### config.mk
export PLATFORM = sky130hd
export DESIGN_NAME = ssd_mux_driver
export DESIGN_NICKNAME = d
export VERILOG_FILES = /design/src/rtl/ssd_pkg.sv /design/src/rtl/bin_to_bcd_seq.sv /design/src/rtl/ssd_mux_driver.sv
export SDC_FILE = /design/constraint.sdc
export NUM_CORES = 1
export LEC_CHECK = 0
export CAP_MARGIN = 40
export CELL_PAD_IN_SITES_DETAIL_PLACEMENT = 1
export CELL_PAD_IN_SITES_GLOBAL_PLACEMENT = 2
export CORE_UTILIZATION = 36
export CTS_BUF_LIST = sky130_fd_sc_hd__clkbuf_2
export DETAILED_ROUTE_END_ITERATION = 12
export PLACE_DENSITY_LB_ADDON = 0.1
export SYNTH_ARGS = -nofsm -noshare
export SYNTH_HDL_FRONTEND = slang
export SYNTH_SLANG_ARGS = --single-unit
### constraint.sdc
create_clock -name clk -period 3.9 [get_ports clk]
set_clock_uncertainty 0.05 [all_clocks]
set_input_delay 0.975 -clock clk [delete_from_list [all_inputs] [get_ports clk]]
set_output_delay 0.975 -clock clk [all_outputs]
set_load 0.03 [all_outputs]
### src/rtl/ssd_pkg.sv
// Shared constants for the seven-segment driver: FSM encodings, segment codes,
// anode patterns and the BCD width used by ssd_mux_driver and bin_to_bcd_seq.
package ssd_pkg;

    localparam int BCD_W = 16;

    localparam logic [1:0] ST_IDLE  = 2'd0;
    localparam logic [1:0] ST_SHIFT = 2'd1;
    localparam logic [1:0] ST_DONE  = 2'd2;

    // Cathodes are {g,f,e,d,c,b,a}, active-low
    localparam logic [6:0] SEG_BLANK = 7'b1111111;
    localparam logic [6:0] SEG_CODES [0:9] = '{
        7'b1000000, 7'b1111001, 7'b0100100, 7'b0110000, 7'b0011001,
        7'b0010010, 7'b0000010, 7'b1111000, 7'b0000000, 7'b0010000
    };

    localparam logic [3:0] ANODE_PATTERNS [0:3] = '{
        4'b1110, 4'b1101, 4'b1011, 4'b0111
    };

    function automatic logic [6:0] seg_decode(input logic [3:0] digit);
        if (digit <= 4'd9) return SEG_CODES[digit];
        return SEG_BLANK;
    endfunction

endpackage

### src/rtl/bin_to_bcd_seq.sv
// Sequential double-dabble converter: one shift per clock, result published
// only after the full 13 shifts so bcd never shows a partial value.
module bin_to_bcd_seq
    import ssd_pkg::*;
#(
    parameter int NUM_W = 13
) (
    input  logic               clk,
    input  logic               rst,
    input  logic [NUM_W-1:0]   num,
    output logic               busy,
    output logic [BCD_W-1:0]   bcd
);

    localparam int SR_W = BCD_W + NUM_W;

    if (NUM_W != 13) begin : g_bad_num_w
        $error("bin_to_bcd_seq: NUM_W must be 13");
    end

    logic [1:0]        state_q, state_d;
    logic [NUM_W-1:0]  last_q, last_d;
    logic [SR_W-1:0]   sr_q, sr_d;
    logic [3:0]        cnt_q, cnt_d;
    logic [BCD_W-1:0]  bcd_q, bcd_d;

    function automatic logic [3:0] dabble(input logic [3:0] n);
        return (n >= 4'd5) ? n + 4'd3 : n;
    endfunction

    function automatic logic [SR_W-1:0] shift_step(input logic [SR_W-1:0] sr);
        logic [SR_W-1:0] adj;
        adj = sr;
        for (int i = 0; i < BCD_W / 4; i++) begin
            adj[NUM_W + 4*i +: 4] = dabble(sr[NUM_W + 4*i +: 4]);
        end
        return {adj[SR_W-2:0], 1'b0};
    endfunction

    always_comb begin
        state_d = state_q;
        last_d  = last_q;
        sr_d    = sr_q;
        cnt_d   = cnt_q;
        bcd_d   = bcd_q;
        case (state_q)
            ST_IDLE: begin
                if (num != last_q) begin
                    last_d  = num;
                    sr_d    = {{BCD_W{1'b0}}, num};
                    cnt_d   = 4'd0;
                    state_d = ST_SHIFT;
                end
            end
            ST_SHIFT: begin
                sr_d  = shift_step(sr_q);
                cnt_d = cnt_q + 4'd1;
                if (cnt_q == 4'd12) state_d = ST_DONE;
            end
            ST_DONE: begin
                bcd_d   = sr_q[SR_W-1:NUM_W];
                state_d = ST_IDLE;
            end
            default: state_d = ST_IDLE;
        endcase
    end

    // Shift register is pure datapath and is reloaded before every use
    always_ff @(posedge clk) begin
        sr_q <= sr_d;
        if (rst) begin
            state_q <= ST_IDLE;
            last_q  <= '0;
            cnt_q   <= 4'd0;
            bcd_q   <= '0;
        end else begin
            state_q <= state_d;
            last_q  <= last_d;
            cnt_q   <= cnt_d;
            bcd_q   <= bcd_d;
        end
    end

    assign busy = (state_q != ST_IDLE);
    assign bcd  = bcd_q;

endmodule

### src/rtl/ssd_mux_driver.sv
// 4-digit common-anode display driver for the CPU ssd debug value.
// Define SSD_LZ_BLANK_EN to blank leading zeros (units digit always shown).
module ssd_mux_driver
    import ssd_pkg::*;
#(
    parameter int REFRESH_BITS = 18,
    parameter int NUM_W        = 13
) (
    input  logic               clk,
    input  logic               rst,
    input  logic [NUM_W-1:0]   num,
    output logic [3:0]         anode,
    output logic [6:0]         seg,
    output logic               busy,
    output logic [BCD_W-1:0]   bcd
);

    logic [REFRESH_BITS-1:0] refresh_q, refresh_d;
    logic [1:0]              sel;
    logic [3:0]              digit;
    logic                    lz_blank;

    bin_to_bcd_seq #(.NUM_W(NUM_W)) u_conv (
        .clk  (clk),
        .rst  (rst),
        .num  (num),
        .busy (busy),
        .bcd  (bcd)
    );

    assign refresh_d = refresh_q + REFRESH_BITS'(1);

    always_ff @(posedge clk) begin
        if (rst) refresh_q <= '0;
        else     refresh_q <= refresh_d;
    end

    assign sel   = refresh_q[REFRESH_BITS-1:REFRESH_BITS-2];
    assign anode = ANODE_PATTERNS[sel];

    always_comb begin
        digit = bcd[3:0];
        case (sel)
            2'd0: digit = bcd[3:0];
            2'd1: digit = bcd[7:4];
            2'd2: digit = bcd[11:8];
            2'd3: digit = bcd[15:12];
            default: digit = bcd[3:0];
        endcase
    end

`ifdef SSD_LZ_BLANK_EN
    // A digit is blank when it and everything above it is zero
    always_comb begin
        lz_blank = 1'b0;
        case (sel)
            2'd1: lz_blank = (bcd[15:4] == 12'd0);
            2'd2: lz_blank = (bcd[15:8] == 8'd0);
            2'd3: lz_blank = (bcd[15:12] == 4'd0);
            default: lz_blank = 1'b0;
        endcase
    end
`else
    assign lz_blank = 1'b0;
`endif

    assign seg = lz_blank ? SEG_BLANK : seg_decode(digit);

endmodule

After elaboration in Yosys (flattened, before gate mapping)
Memory sizes are Yosys's and may differ from the RTL's.
Index checks and enable logic that the tools add are counted.
Widths: inputs -> output; s select.
{ "classes": {"n_addsub": 6, "multipliers": 0, "div": 0, "order_cmp": 7, "n_eq_ne": 9, "n_shift": 0, "mux": 20, "bitwise": 2, "reduce_logical": 7} }
{ "ops": {"columns": ["op", "n"], "rows": [
  ["$pmux 29 s2", 1],
  ["$mux 29", 1],
  ["$mux 7", 4],
  ["$mux 4", 6],
  ["$add 18x1->18 const B", 1],
  ["$ge 4x3->1 const B", 4],
  ["$pmux 4 s4", 1],
  ["$ne 13x13->1", 1],
  ["$add 4x2->4 const B", 3],
  ["$bmux 4 s2", 1],
  ["$pmux 4 s2", 1],
  ["$eq 2x2->1 const B", 3],
  ["$reduce_and 2->1", 3],
  ["$ge 5x5->1 const B", 1],
  ["$not 4->5", 1],
  ["$add 4x1->4 const B", 1],
  ["$eq 2x1->1 const B", 2],
  ["$eq 4x4->1 const B", 1],
  ["$le 4x4->1 const B", 1],
  ["$logic_not 2->1", 2],
  ["$mux 2", 2],
  ["$ne 2x1->1 const B", 2],
  ["$pmux 2 s2", 1],
  ["$reduce_bool 2->1", 2],
  ["other kinds (5)", 5]
]} }
{ "word_totals": {"regBits": 82, "latchBits": 0, "ramBits": 0, "mem_bits_ro": 112, "inputBits": 15, "n_memories": 1} }
{ "mem_list": {"columns": ["memory", "depth", "width", "rd", "rd_ports_with_merged_regs", "write_ports", "line_no", "source"], "rows": [
  ["(name not given)", 16, 7, 1, 0, 0, "ssd_pkg.sv:23", "if (digit <= 4'd9) return SEG_CODES[digit];"]
]} }

Logic depth before layout (Yosys ltp)
Gate-level depths: netlist of run 1.
{ "logic_depth": {"depth_word": 8, "depth_mapped": 8, "depth_no_buf": 7} }

Cells and area by module
From an unflattened synthesis of run 1, not the netlist that was laid out.
{ "unflattened": {"cells_unflattened": 442, "hier_area_um2": 4130.2} }
{ "modules_own_cells": {"columns": ["mod", "n_inst", "cells_per_inst", "area_per_inst_um2", "seq_area_each_um2"], "rows": [
  ["bin_to_bcd_seq", 1, 317, 3034.2, 1571.5],
  ["ssd_mux_driver", 1, 125, 1096.1, 360.3]
]} }

Worst setup path after synthesis of run 1
No wires, ideal clock.
{ "synth_timing": {"path_kind": "input to register", "from": "in num[3]", "to": "reg u_conv.sr_q[0] (enable)", "setup_time_ns": 0.435, "arrival_time_ns": 2.978, "slack_ns": 0.437, "path_stages": 3, "cell_sequence": "xor2_1 nor4_4 a31oi_1"} }
{ "synth_via": {"elab_chain_len": 3} }
{ "synth_rtl": {"columns": ["item", "line_no", "source"], "rows": [
  ["from (decl)", "ssd_mux_driver.sv:11", "input logic [NUM_W-1:0] num,"],
  ["$ne 13x13->1", "bin_to_bcd_seq.sv:48", "if (num != last_q) begin"],
  ["$ne 2x1->1 (no source line)", null, null],
  ["$reduce_and 2->1 (no source line)", null, null],
  ["to (signal assigned)", "bin_to_bcd_seq.sv:70", "sr_q <= sr_d;"],
  ["to (decl)", "bin_to_bcd_seq.sv:23", "logic [SR_W-1:0] sr_q, sr_d;"]
]} }
Every way passes these cells.
A chain may end at the register's enable or synchronous reset.

Worst setup path in the final report of run 1
{ "layout_timing": {"from": "reg refresh_q[16]", "to": "out seg[0]"} }
{ "layout_via": {"elab_chain_len": 8} }
{ "layout_rtl": {"columns": ["item", "line_no", "source"], "rows": [
  ["from (decl)", "ssd_mux_driver.sv:18", "logic [REFRESH_BITS-1:0] refresh_q, refresh_d;"],
  ["from (signal assigned)", "ssd_mux_driver.sv:35", "else refresh_q <= refresh_d;"],
  ["$eq 2x2->1, or another cell as far along", "ssd_mux_driver.sv:43", "case (sel)"],
  ["$pmux 4 s4 *", "ssd_mux_driver.sv:43", null],
  ["$not 4->5 (implied by the code)", "ssd_pkg.sv:23", null],
  ["$mem_v2 16x7", null, null],
  ["$mux 7 (implied by the code) (2 in a row)", "ssd_pkg.sv:23", null],
  ["$mux 7", "ssd_pkg.sv:23", null],
  ["$mux 7 *", "ssd_pkg.sv:24", "return SEG_BLANK;"],
  ["to (decl)", "ssd_mux_driver.sv:13", "output logic [6:0] seg,"]
]} }
Mark *: on every way between the ends. The rest lies on a longest branch, timed or not. The select of a mux whose other input is x is not followed.

==> flow_summary.json, run 1 <==
{
  "cp_top_family": "multiplexers",
  "crit_path_start_kind": "flop",
  "max-clock-path-buffers": 2,
  "status": "complete, no violations",
  "rsz0062_at_grt": "yes",
  "antenna_cells": 0,
  "gp_congestion": 0.708,
  "grt_start_max_net_pins": 31,
  "die_x_microns": 107,
  "cellPowerDensity_mw_per_mm2": 304,
  "rows": 38,
  "drt_pass1_iterations": 4,
  "postRouteAntennaNets": 0,
  "synth_adder_area_share_pct": 5.63,
  "avgViaCountPerCell": 4.80,
  "synthMuxAreaShare_pct": 5.51,
  "synth_cells": 439,
  "core_sq_mm": 0.0108,
  "cts_hold_buf": 0,
  "layout.cells.non_filler": 629,
  "dpl-instance-area_sq_mm": 0.00458,
  "synth.area.top_cells": "dfxtp_1 (27%), edfxtp_1 (22%), nand2_1 (11%)",
  "fmax_mhz": 270,
  "io_buffers": 42,
  "die_h_microns": 107,
  "synth-edff-count": 29,
  "power.leakage_nw": 1.89,
  "wl_per_cell_microns": 13.9,
  "finalInstanceArea_sq_mm": 0.00467,
  "fillCellCount": 1295,
  "min_period_over_period_pct": 95.0,
  "synthesis.nets": 472,
  "worstSetupEndpointType": "output port",
  "yosys.area_share.simple_pct": 21.5,
  "synth_area_per_cell_sq_um": 9.11,
  "yosys-top-cells-count": "nand2_1 (115), dfxtp_1 (53), nor2_1 (39), a21oi_1 (32), edfxtp_1 (29)",
  "yosys_most_used_dff": "dfxtp_1",
  "critPathArrivalTime_ns": 2.68,
  "remaining_drc_errors": 0,
  "maxCapViolCount": 0,
  "slew_headroom_pct": 56.1,
  "setup_viol": 0,
  "netlist_area_sq_mm": 0.00400,
  "clk_pin_slew_ns": 0.20,
  "drtIter0Drc": 112,
  "crit_chain": "mux4_2 > inv_1 > ha_1 > nor2_1 > o21ai_2 > nand2_1 > a21o_1 > dlygate4sd2_1",
  "path_class": "reg -> out",
  "synth_compound_area_share_pct": 7.57,
  "synth_top_family_by_area": "simple AND/OR/NAND/NOR gates",
  "slowest_stage": "mux4_2",
  "yosysMostFrequentCell": "nand2_1",
  "final-hold-violation-count": 0,
  "clk_latency_ns": 0.55,
  "synth_xor_area_share_pct": 7.67,
  "routed-via-count": 3020,
  "areaGrowthSynthToFinish_pct": 16.9,
  "grt_pass1_vias": 3069,
  "cts_buffers": 9,
  "slowest_delay_ns": 0.57,
  "cts.sinks": 82,
  "ir_worst_vdd_v": 0.000139,
  "cts_tree": "yes",
  "dpl.cell_count": 611,
  "min_path_type": "reg -> reg",
  "overflow": 0,
  "pre_cts_slack_ns": 0.323,
  "pin_count": 43,
  "setup_slack_ns": 0.194,
  "crit_buf_inv": 2,
  "place_hpwl_mm": 6.44,
  "synth_seq_cells": 82,
  "drt-total-wl_mm": 8.75,
  "crit_required_ns": 2.87,
  "cts_root_buf": "clkbuf_2",
  "start_util_pct": 36.9,
  "grt_usage_pct": 16.9,
  "maxSlewViolCount": 0,
  "die-area_sq_mm": 0.0115,
  "synth.distinct_cells": 38,
  "tightest_slew_ns": 0.657,
  "grt_pass1_wl_mm": 15.0,
  "nets": 517,
  "crit_fanout": 5,
  "power_mw": 1.42,
  "yosys_warnings": 0,
  "cts_htree_levels": 3,
  "drive_above_1_share_pct": 7.98,
  "synthArstFlopShare_pct": 0,
  "antenna_found_initial": 0,
  "finalCriticalPeriod_ns": 3.71,
  "synth_top_cell_by_area": "dfxtp_1",
  "seq_area_frac_synth_pct": 48.3,
  "yosysTopAreaCellShare_pct": 26.5
}
cell families after synthesis:
kind of cell             Yosys count
AO/OA/AOI/OAI                     52
AND/OR/NAND/NOR                  199
flip-flops                        82
buffers and inverters             36
multiplexers                      17
adder cells (fa/ha/maj)           18
XOR/XNOR                          35
worst min-delay path, cell delays in order, from the launching register on:
cell,delay (ns)
dfxtp_1,0.36
nand2_1,0.05
a21oi_1,0.05
per-layer routing:
layer	up-vias	track usage, %	wire length [microns]
met5	-	0	0
met4	0	4.70	44
met3	4	4.90	249
met2	36	27.2	4130
met1	1431	22.0	4320
li1	1549	-	-
registers in the layout, summed over array words and instances, names as in the netlist:
register	flops
u_conv.sr_q	29
refresh_q	18
u_conv.cnt_q	4
u_conv.last_q	13
u_conv.bcd	16
u_conv.state_q	2
worst paths after layout:
path | startpoint | end | slack, ns | cells past startpoint
max | refresh_q[16]$_SDFF_PP0_ | seg[0] | 0.19 | 8
min | u_conv.bcd[13]$_SDFFE_PP0N_ | u_conv.bcd[13]$_SDFFE_PP0N_ | 0.44 | 2
min reg2reg | u_conv.bcd[13]$_SDFFE_PP0N_ | u_conv.bcd[13]$_SDFFE_PP0N_ | 0.44 | 2
max reg2reg | u_conv.last_q[0]$_SDFFE_PP0P_ | u_conv.state_q[0]$_SDFFE_PP0P_ | 2.12 | 6
cell type report:
class	instances	area [sq um]	area share [%]
timing repair buffer	51	488	10.4
sequential	82	1940	41.4
clock buffer	10	50.0	1.07
inverter	19	71.3	1.53
multi-input combinational	321	1920	41.1
tap	140	175	3.75
clock inverter	6	33.8	0.723
per-stage QoR:
step | hold WS, ns | TNS (ns) | util [%]
5_1_grt | 0.461 | -0.0787 | 43.1
3_5_place_dp | 0.404 | 0 | 42.3
2_1_floorplan | 0.380 | 0 | -
6_report | 0.436 | 0 | 43.1
3_3_place_gp | 0.398 | 0 | 42.0
4_1_cts | 0.438 | 0 | 43.0
power breakdown:
part | switching [mW] | total (mW) | internal (mW) | leakage, nW
registers | 0.0170 | 0.929 | 0.912 | 0.772
logic | 0.0636 | 0.114 | 0.0503 | 1.06
clock network | 0.296 | 0.378 | 0.0818 | 0.0594
timing repair:
| action | in CTS | in global routing |
|---|---|---|
| hold endpoints to repair | 0 | 0 |
| endpoints found under the setup margin | 7 | 4 |
| buffers inserted | 0 | 2 |
| gates resized for setup | 8 | 4 |
placed cells by master, fill, tap and decap left out, types with 8 or more instances in the layout:
cell type / synthesis / final
a21oi_1: 32 / 32
dfxtp_1: 53 / 52
nand2_1: 115 / 115
inv_1: 18 / 18
xor2_1: 18 / 18
edfxtp_1: 29 / 29
nand3_1: 13 / 13
clkbuf_2: 0 / 11
nor2_1: 39 / 39
nand2b_1: 8 / 8
ha_1: 18 / 18
mux2i_1: 13 / 13
clkdlybuf4s50_1: 0 / 35
xnor2_1: 17 / 17
Note: power is estimated with default switching activity, not from simulation.
==> inputs of run 2 (changes only) <==
Settings changed: CORE_UTILIZATION 36 to 35, CTS_BUF_LIST sky130_fd_sc_hd__clkbuf_2 to sky130_fd_sc_hd__clkbuf_8 sky130_fd_sc_hd__clkbuf_16.
==> run 2 against run 1 <==
Compared with the run above:
- via count is 1.1% higher
- total power increased by 36%
- die area up 2.8%
- combinational power is essentially flat
- critical path depth down 1
- maximum frequency increased by 1.6%
- final cell count down 0.32%
- core utilization rose by 1.5 points
- count of clock-buffer cells in the layout up 1
- worst setup slack improved by 0.058 ns
- sequential share of layout area down 2.0 points
- critical path type unchanged
- highest routed layer unchanged
==> flow_summary.json, run 2 (synthesis gave the netlist of run 1 again) <==
{
  "status": "complete, no violations",
  "maxCapViolCount": 0,
  "dpl-instance-area_sq_mm": 0.00458,
  "cts_hold_buf": 0,
  "remaining_drc_errors": 0,
  "cts_root_buf": "clkbuf_16",
  "nets": 515,
  "fillCellCount": 1265,
  "postRouteAntennaNets": 0,
  "wl_per_cell_microns": 14.0,
  "areaGrowthSynthToFinish_pct": 22.6,
  "crit_required_ns": 2.87,
  "setup_slack_ns": 0.252,
  "cts_buffers": 9,
  "setup-tns-final_ns": 0,
  "ir_worst_vdd_v": 0.000188,
  "worstSetupEndpointType": "output port",
  "slowest_stage": "clkdlybuf4s50_1",
  "core_sq_mm": 0.0110,
  "pin_count": 43,
  "grt_pass1_vias": 2985,
  "layout.cells.non_filler": 627,
  "min_period_over_period_pct": 93.5,
  "cts_tree": "yes",
  "final-hold-violation-count": 0,
  "clk_pin_slew_ns": 0.06,
  "pre_cts_slack_ns": 0.333,
  "routed-via-count": 3054,
  "drive_above_1_share_pct": 7.39,
  "io_buffers": 42,
  "min_path_type": "reg -> reg",
  "clk_latency_ns": 0.34,
  "finalCriticalPeriod_ns": 3.65,
  "largest_register": "u_conv.sr_q",
  "antenna_found_initial": 0,
  "crit_top_cell": "inv_1",
  "rows": 38,
  "max-clock-path-buffers": 2,
  "setup_viol": 0,
  "die_h_microns": 109,
  "finalInstanceArea_sq_mm": 0.00490,
  "path_class": "reg -> out",
  "slowest_delay_ns": 0.66,
  "cellPowerDensity_mw_per_mm2": 395,
  "final_util_pct": 44.6,
  "cts.sinks": 82,
  "grt_usage_pct": 16.2,
  "die-area_sq_mm": 0.0119,
  "overflow": 0,
  "antenna_cells": 0,
  "crit_fanout": 5,
  "critPathArrivalTime_ns": 2.62,
  "place_hpwl_mm": 6.33,
  "drt_pass1_iterations": 4,
  "regArea_sq_mm": 0.00193,
  "final_common_cell": "nand2_1",
  "grt_start_max_net_pins": 40,
  "multiInputGateArea_sq_mm": 0.00192,
  "dpl.cell_count": 611,
  "gp_congestion": 0.779,
  "crit_path_start_kind": "flop",
  "maxSlewViolCount": 0,
  "cts_htree_levels": 3,
  "drt-total-wl_mm": 8.77,
  "die_x_microns": 109,
  "power.leakage_nw": 2.00,
  "grt_pass1_wl_mm": 14.7,
  "largest_reg_flops": 29,
  "start_util_pct": 36.4,
  "slew_headroom_pct": 65.2,
  "drtIter0Drc": 132,
  "avgViaCountPerCell": 4.87,
  "tightest_slew_ns": 0.520,
  "crit_chain": "mux4_2 > inv_1 > ha_1 > inv_1 > o21ai_0 > nand2_1 > clkdlybuf4s50_1",
  "fmax_mhz": 274,
  "final_cell_mix": "nand2_1 (115), dfxtp_1 (52), nor2_1 (39), clkdlybuf4s50_1 (38), a21oi_1 (32)",
  "rsz0062_at_grt": "no"
}
## run 2: final timing paths
path                                  from  slack [ns]  cells after the start                       endpoint
min                refresh_q[0]$_SDFF_PP0_        0.41                      1        refresh_q[0]$_SDFF_PP0_
max reg2reg  u_conv.sr_q[13]$_SDFFCE_PN0P_        2.16                      7  u_conv.sr_q[15]$_SDFFCE_PN0P_
max               refresh_q[16]$_SDFF_PP0_        0.25                      7                         seg[1]
min reg2reg        refresh_q[0]$_SDFF_PP0_        0.41                      1        refresh_q[0]$_SDFF_PP0_
## run 2: where the power goes
group	internal, mW	switching, mW
Clock	0.548	0.347
Combinational	0.0500	0.0640
Sequential	0.912	0.0173
Total	1.51	0.428
## run 2: timing repair
| item | in CTS | in global routing |
|---|---|---|
| setup buffers | 0 | 0 |
| gates resized for setup | 1 | 4 |
| endpoints found under the setup margin | 1 | 3 |
## run 2: stage by stage
stage                     hold slack (ns)  power [mW]
final                               0.413        1.94
after global routing                0.435        2.02
after CTS                           0.422        1.96
after detailed placement            0.408        1.06
after global placement              0.394        1.06
after floorplan                     0.380        1.02
## run 2: per-layer routing
metal  track usage [%]  part of all wire [%]  vias to the layer above
met4              6.37                   1.3                        0
met3              4.72                   4.3                       11
met1              21.2                    50                     1443
li1                  -                     -                     1545
met5                 0                     0                        -
met2              25.1                    44                       55
## run 2: worst max-delay path, delay by kind of cell, from the launching register on
family / cells / cell delay [ns]
muxes: 1 / 0.58
adders and majority gates: 1 / 0.27
and+or+nand+nor: 1 / 0.08
AOI/OAI and AO/OA: 1 / 0.08
buffers and inverters: 3 / 0.88
DFF: 1 / 0.40
## run 2: layout make-up
class / instances / share of cell area, %
flip-flops and latches: 82 / 39.4
clock buffers: 11 / 5.39
clock inverters: 5 / 1.05
repair buffers: 49 / 9.93
well taps: 140 / 3.57
inverters: 19 / 1.45
multi-input cells: 321 / 39.2
==> edit 1, RTL diff (config.mk and constraints of run 2) <==
The package constant `BCD_W` goes from 16 to 20.
--- a/src/rtl/ssd_pkg.sv
+++ b/src/rtl/ssd_pkg.sv
@@ -4,3 +4,3 @@
 
-    localparam int BCD_W = 16;
+    localparam int BCD_W = 20;
 
Interface: changed (resized bcd); port bits go from 43 to 47. The function was not compared with the original's and may differ.
==> edit 1 against run 2 <==
Via count rose by 10%; sequential cell count is 8 higher; power is 4.1% higher; worst setup slack lost 0.078 ns; register-to-register slack got worse by 0.42 ns; final area rose by 9.8%; area after synthesis grew 11%; routed wire length is 13% higher; largest power group unchanged.
==> edit 1: results (changes against run 2) <==
<table>
<tr><th>Metric</th><th>Value</th></tr>
<tr><th colspan="2">Yosys</th></tr>
<tr><td>Number of synthesized flops with an enable pin</td><td>33 (+14%)</td></tr>
<tr><td>Synth top area cells</td><td>sky130_fd_sc_hd__dfxtp_1 (26%), sky130_fd_sc_hd__edfxtp_1 (22%), sky130_fd_sc_hd__nand2_1 (8.2%)</td></tr>
<tr><td>Average cell area after synthesis</td><td>9.26 sq um (+1.7%)</td></tr>
<tr><td>Share of the yosys chip area belonging to registers</td><td>48.1% (-0.18 points)</td></tr>
<tr><td>Leading post-synthesis cells by instance count</td><td>sky130_fd_sc_hd__nand2_1 (97), sky130_fd_sc_hd__dfxtp_1 (57), sky130_fd_sc_hd__nor2_1 (43), sky130_fd_sc_hd__a21oi_1 (39), sky130_fd_sc_hd__nand2b_1 (36)</td></tr>
<tr><td>Synthesized netlist net count</td><td>513 (+8.7%)</td></tr>
<tr><th colspan="2">Placed design</th></tr>
<tr><td>Buffers added on ports</td><td>46 (+9.5%)</td></tr>
<tr><td>Number of placed instances with taps included</td><td>678 (+11%)</td></tr>
<tr><td>Worst setup slack after placement</td><td>0.445 ns (+0.112 ns)</td></tr>
<tr><td>Final Wtd Congestion</td><td>0.743 (-4.6%)</td></tr>
<tr><th colspan="2">Routing</th></tr>
<tr><td>Total Routed Length</td><td>9.87 mm (+13%)</td></tr>
<tr><td>Starting DRT DRC Count</td><td>97 (-27%)</td></tr>
<tr><th colspan="2">Layout</th></tr>
<tr><td>Total number of nets in the final design</td><td>556 (+8.0%)</td></tr>
<tr><td>Fillers</td><td>1441 (+14%)</td></tr>
<tr><td>Max reg flops</td><td>33 (+14%)</td></tr>
<tr><th colspan="2">Global routing</th></tr>
<tr><td>Wire length of the first global-routing pass</td><td>16.9 mm (+15%)</td></tr>
<tr><td>Number of global-route vias before repair</td><td>3433 (+15%)</td></tr>
<tr><th colspan="2">Status</th></tr>
<tr><td>Result of the run</td><td>completed</td></tr>
<tr><th colspan="2">Power and ir drop</th></tr>
<tr><td>Worst IR drop on VDD</td><td>0.279 mV (+49%)</td></tr>
<tr><td>Sw Share</td><td>21.7% (-0.41 points)</td></tr>
<tr><th colspan="2">CTS</th></tr>
<tr><td>Number of setup buffers added after CTS</td><td>0 (unchanged)</td></tr>
<tr><th colspan="2">Worst setup path</th></tr>
<tr><td>Data arrival time of the worst path</td><td>2.70 ns (+0.08 ns)</td></tr>
<tr><td>Setup slack on the worst flop-to-flop path</td><td>1.74 ns (-0.42 ns)</td></tr>
<tr><td>Highest net fanout along the worst path</td><td>5 (unchanged)</td></tr>
<tr><th colspan="2">STA</th></tr>
<tr><td>Pin slew with the least headroom to its limit</td><td>0.831 ns (+0.310 ns)</td></tr>
</table>
==> edit 1: changes by cell type after synthesis, sizes merged, moves of 3 or more <==
cell and change:
nand2 -18, nand2b +28, edfxtp +4, dfxtp +4, nor2 +4, clkbuf +6
xnor2 +3, a21oi +6
==> edit 1: worst paths after layout <==
kind | from | cells past startpoint | end
setup / recovery | refresh_q[16]$_SDFF_PP0_ | 8 | seg[3]
hold / removal | u_conv.bcd[18]$_SDFFE_PP0N_ | 2 | u_conv.bcd[18]$_SDFFE_PP0N_
setup reg to reg | u_conv.last_q[10]$_SDFFE_PP0P_ | 6 | u_conv.sr_q[31]$_SDFFCE_PN0P_
hold reg to reg | u_conv.bcd[18]$_SDFFE_PP0N_ | 2 | u_conv.bcd[18]$_SDFFE_PP0N_
==> edit 1: power groups by stage <==
stage	Combinational [mW]	Sequential, mW	Clock [mW]
floorplan	0.0837	1.03	0
global placement	0.120	1.04	0
detailed placement	0.126	1.04	0
CTS	0.127	1.02	0.908
global route	0.140	1.02	0.950
finish	0.124	1.02	0.877
==> edit 1: layout make-up <==
| class | count | area [sq um] | area share, % |
|---|---|---|---|
| timing repair buffer | 53 | 538 | 9.99 |
| multi-input combinational | 349 | 2140 | 39.7 |
| sequential | 90 | 2130 | 39.6 |
| clock buffer | 11 | 253 | 4.69 |
| tap | 168 | 210 | 3.90 |
| clock inverter | 5 | 46.3 | 0.860 |
| inverter | 18 | 67.6 | 1.25 |
==> edit 1: layer usage <==
layer / share of wire, % / GRT usage, % / wire length (microns)
met1: 47 / 20.8 / 4650
met2: 49 / 28.4 / 4840
met3: 2.9 / 4.55 / 284
met4: 1.1 / 4.42 / 106
met5: 0 / 0 / 0
==> edit 1: kinds of logic after synthesis <==
logic type,synth area share (%)
flip-flops,48.1
adder cells (fa/ha/maj),5.65
multiplexers,4.97
XOR/XNOR,7.32
AND/OR/NAND/NOR,22.5
buffers and inverters,3.64
AO/OA/AOI/OAI,7.77
==> edit 1: worst max-delay path, cell delays in order (launching register included) <==
cell and delay (ns):
sky130_fd_sc_hd__dfxtp_1 0.39, sky130_fd_sc_hd__mux4_2 0.59, sky130_fd_sc_hd__inv_1 0.16, sky130_fd_sc_hd__ha_1 0.19, sky130_fd_sc_hd__nor2_1 0.07, sky130_fd_sc_hd__o21ai_2 0.13
sky130_fd_sc_hd__nand2_1 0.08, sky130_fd_sc_hd__a21o_1 0.15, sky130_fd_sc_hd__clkdlybuf4s50_1 0.58
==> edit 1: metrics by stage <==
stage               hold slack [ns]  total power, mW
global route                  0.444             2.11
CTS                           0.420             2.05
detailed placement            0.411             1.16
floorplan                     0.380             1.12
global placement              0.395             1.16
finish                        0.416             2.02
==> edit 2, RTL diff (settings of run 2) <==
Without the edit above. Reset style: asynchronous (`rst`), changed in one clocked block.
--- a/src/rtl/ssd_mux_driver.sv
+++ b/src/rtl/ssd_mux_driver.sv
@@ -32,3 +32,3 @@
 
-    always_ff @(posedge clk) begin
+    always_ff @(posedge clk or posedge rst) begin
         if (rst) refresh_q <= '0;
Check against the original RTL: no difference found for any inputs over 10 cycles, from zero or initial values and one cycle with rst high; that may be too few to reach the edited logic, so the function may still have changed.
==> edit 2 against run 2 <==
Final area rose by 0.69%; clock power fell by 7.7%; routed wire length rose by 0.35%; sequential cell count did not move; power fell by 3.6%; area after synthesis fell by 0.25%; critical path depth did not move; cell count fell by 2.2%; worst setup slack got worse by 0.034 ns; register-to-register slack got worse by 0.15 ns.
==> edit 2: results (changes against run 2) <==
<table>
<tr><th>Metric</th><th>Value</th></tr>
<tr><th colspan="2">Placed design</th></tr>
<tr><td>Number of placed instances with taps included</td><td>597 (-2.3%)</td></tr>
<tr><td>Placed cell area</td><td>0.00464 sq mm (+1.3%)</td></tr>
<tr><td>Final Wtd Congestion</td><td>0.760 (-2.4%)</td></tr>
<tr><td>Dpl hpwl</td><td>6.53 mm (+3.3%)</td></tr>
<tr><th colspan="2">Power and ir drop</th></tr>
<tr><td>Worst IR drop on VDD</td><td>0.216 mV (+15%)</td></tr>
<tr><th colspan="2">STA</th></tr>
<tr><td>Worst hold-check slack</td><td>0.420 ns (+0.00686 ns)</td></tr>
<tr><th colspan="2">Worst setup path</th></tr>
<tr><td>Crit Reg-Reg Endpoint</td><td>u_conv.sr_q[25]$_SDFFCE_PN0P_</td></tr>
<tr><td>Data arrival time of the worst path</td><td>2.66 ns (+0.04 ns)</td></tr>
<tr><td>Setup slack on the worst flop-to-flop path</td><td>2.01 ns (-0.15 ns)</td></tr>
<tr><td>Startpoint of the worst-slack reg-to-reg timing path</td><td>u_conv.last_q[2]$_SDFFE_PP0P_</td></tr>
<tr><th colspan="2">Layout</th></tr>
<tr><td>Fillers</td><td>1274 (+0.71%)</td></tr>
<tr><td>Share of cells above drive strength 1</td><td>7.61% (+0.22 points)</td></tr>
<tr><th colspan="2">Global routing</th></tr>
<tr><td>Wire length of the first global-routing pass</td><td>14.9 mm (+1.3%)</td></tr>
<tr><td>All-layer global routing usage</td><td>16.6% (+0.31 points)</td></tr>
<tr><td>Largest net degree at the start of global routing</td><td>24 (-40%)</td></tr>
<tr><th colspan="2">Yosys</th></tr>
<tr><td>Share of the yosys chip area belonging to registers</td><td>50.7% (+2.4 points)</td></tr>
<tr><td>Synthesized netlist net count</td><td>450 (-4.7%)</td></tr>
<tr><td>Leading post-synthesis cells by instance count</td><td>sky130_fd_sc_hd__nand2_1 (118), sky130_fd_sc_hd__dfxtp_1 (35), sky130_fd_sc_hd__a21oi_1 (31), sky130_fd_sc_hd__edfxtp_1 (29), sky130_fd_sc_hd__nor2_1 (25)</td></tr>
<tr><td>Number of distinct library cells after synthesis</td><td>36 (-5.3%)</td></tr>
<tr><td>Post-synthesis instance total</td><td>417 (-5.0%)</td></tr>
<tr><th colspan="2">Min path</th></tr>
<tr><td>Hold path start</td><td>refresh_q[15]$_DFF_PP0_</td></tr>
<tr><td>Endpoint of the worst hold path</td><td>refresh_q[15]$_DFF_PP0_</td></tr>
<tr><th colspan="2">Status</th></tr>
<tr><td>Result of the run</td><td>completed</td></tr>
<tr><th colspan="2">Routing</th></tr>
<tr><td>Total Routed Length</td><td>8.80 mm (+0.35%)</td></tr>
<tr><td>Detail-routed net length per standard cell</td><td>14.4 microns (+2.6%)</td></tr>
</table>
-- edit 2: cell type report --
| type | count | area [sq um] | area share, % |
|---|---|---|---|
| Multi-Input combinational cell | 302 | 1830 | 37.1 |
| Clock buffer | 10 | 239 | 4.84 |
| Clock inverter | 6 | 51.3 | 1.04 |
| Sequential cell | 82 | 2020 | 41.0 |
| Tap cell | 140 | 175 | 3.55 |
| Timing Repair Buffer | 54 | 544 | 11.0 |
| Inverter | 19 | 71.3 | 1.44 |
-- edit 2: cells by family (layout without fill, tap and decap cells) --
logic type,after synthesis,in the layout,share of synthesized area (%)
adder cells (fa/ha/maj),18,18,5.65
buffers and inverters,33,89,3.51
AND/OR/NAND/NOR,180,180,19.2
XOR/XNOR,37,37,8.13
AO/OA/AOI/OAI,50,50,7.25
flip-flops,82,82,50.7
multiplexers,17,17,5.52
-- edit 2: per-layer routing --
metal  vias up  global-route usage (%)  wire length (microns)
li1       1490                       -                      -
met1      1470                    19.4                   3980
met2        41                    29.2                   4370
met3        12                    3.59                    283
met4         0                    6.66                    171
met5         -                       0                      0
-- edit 2: worst max path at each step --
| stage | endpoint | slack, ns | cells after the start |
|---|---|---|---|
| finish | seg[1] | 0.22 | 7 |
| global route | seg[1] | 0.08 | 7 |
| CTS | seg[4] | 0.007 | 6 |
| detailed placement | seg[6] | 0.30 | 7 |
| global placement | seg[6] | 0.38 | 7 |
| floorplan | u_conv.sr_q[0]$_SDFFCE_PP0P_ | 0.48 | 4 |
-- edit 2: repair_timing --
action / CTS / global route
resized for setup: 1 / 4
hold endpoints to repair: 0 / 0
endpoints found under the setup margin: 1 / 4
-- edit 2: power breakdown --
group | internal [mW] | switching, mW | total (mW)
Clock | 0.504 | 0.321 | 0.825
Sequential | 0.913 | 0.0147 | 0.928
Combinational | 0.0517 | 0.0632 | 0.115
Total | 1.47 | 0.399 | 1.87
-- edit 2: metrics by stage --
step                      setup WS [ns]  utilization (%)
after global routing             0.0837             44.9
after CTS                       0.00697             44.9
final                             0.218             44.9
after detailed placement          0.302             42.2
after floorplan                   0.482                -
after global placement            0.380             41.7
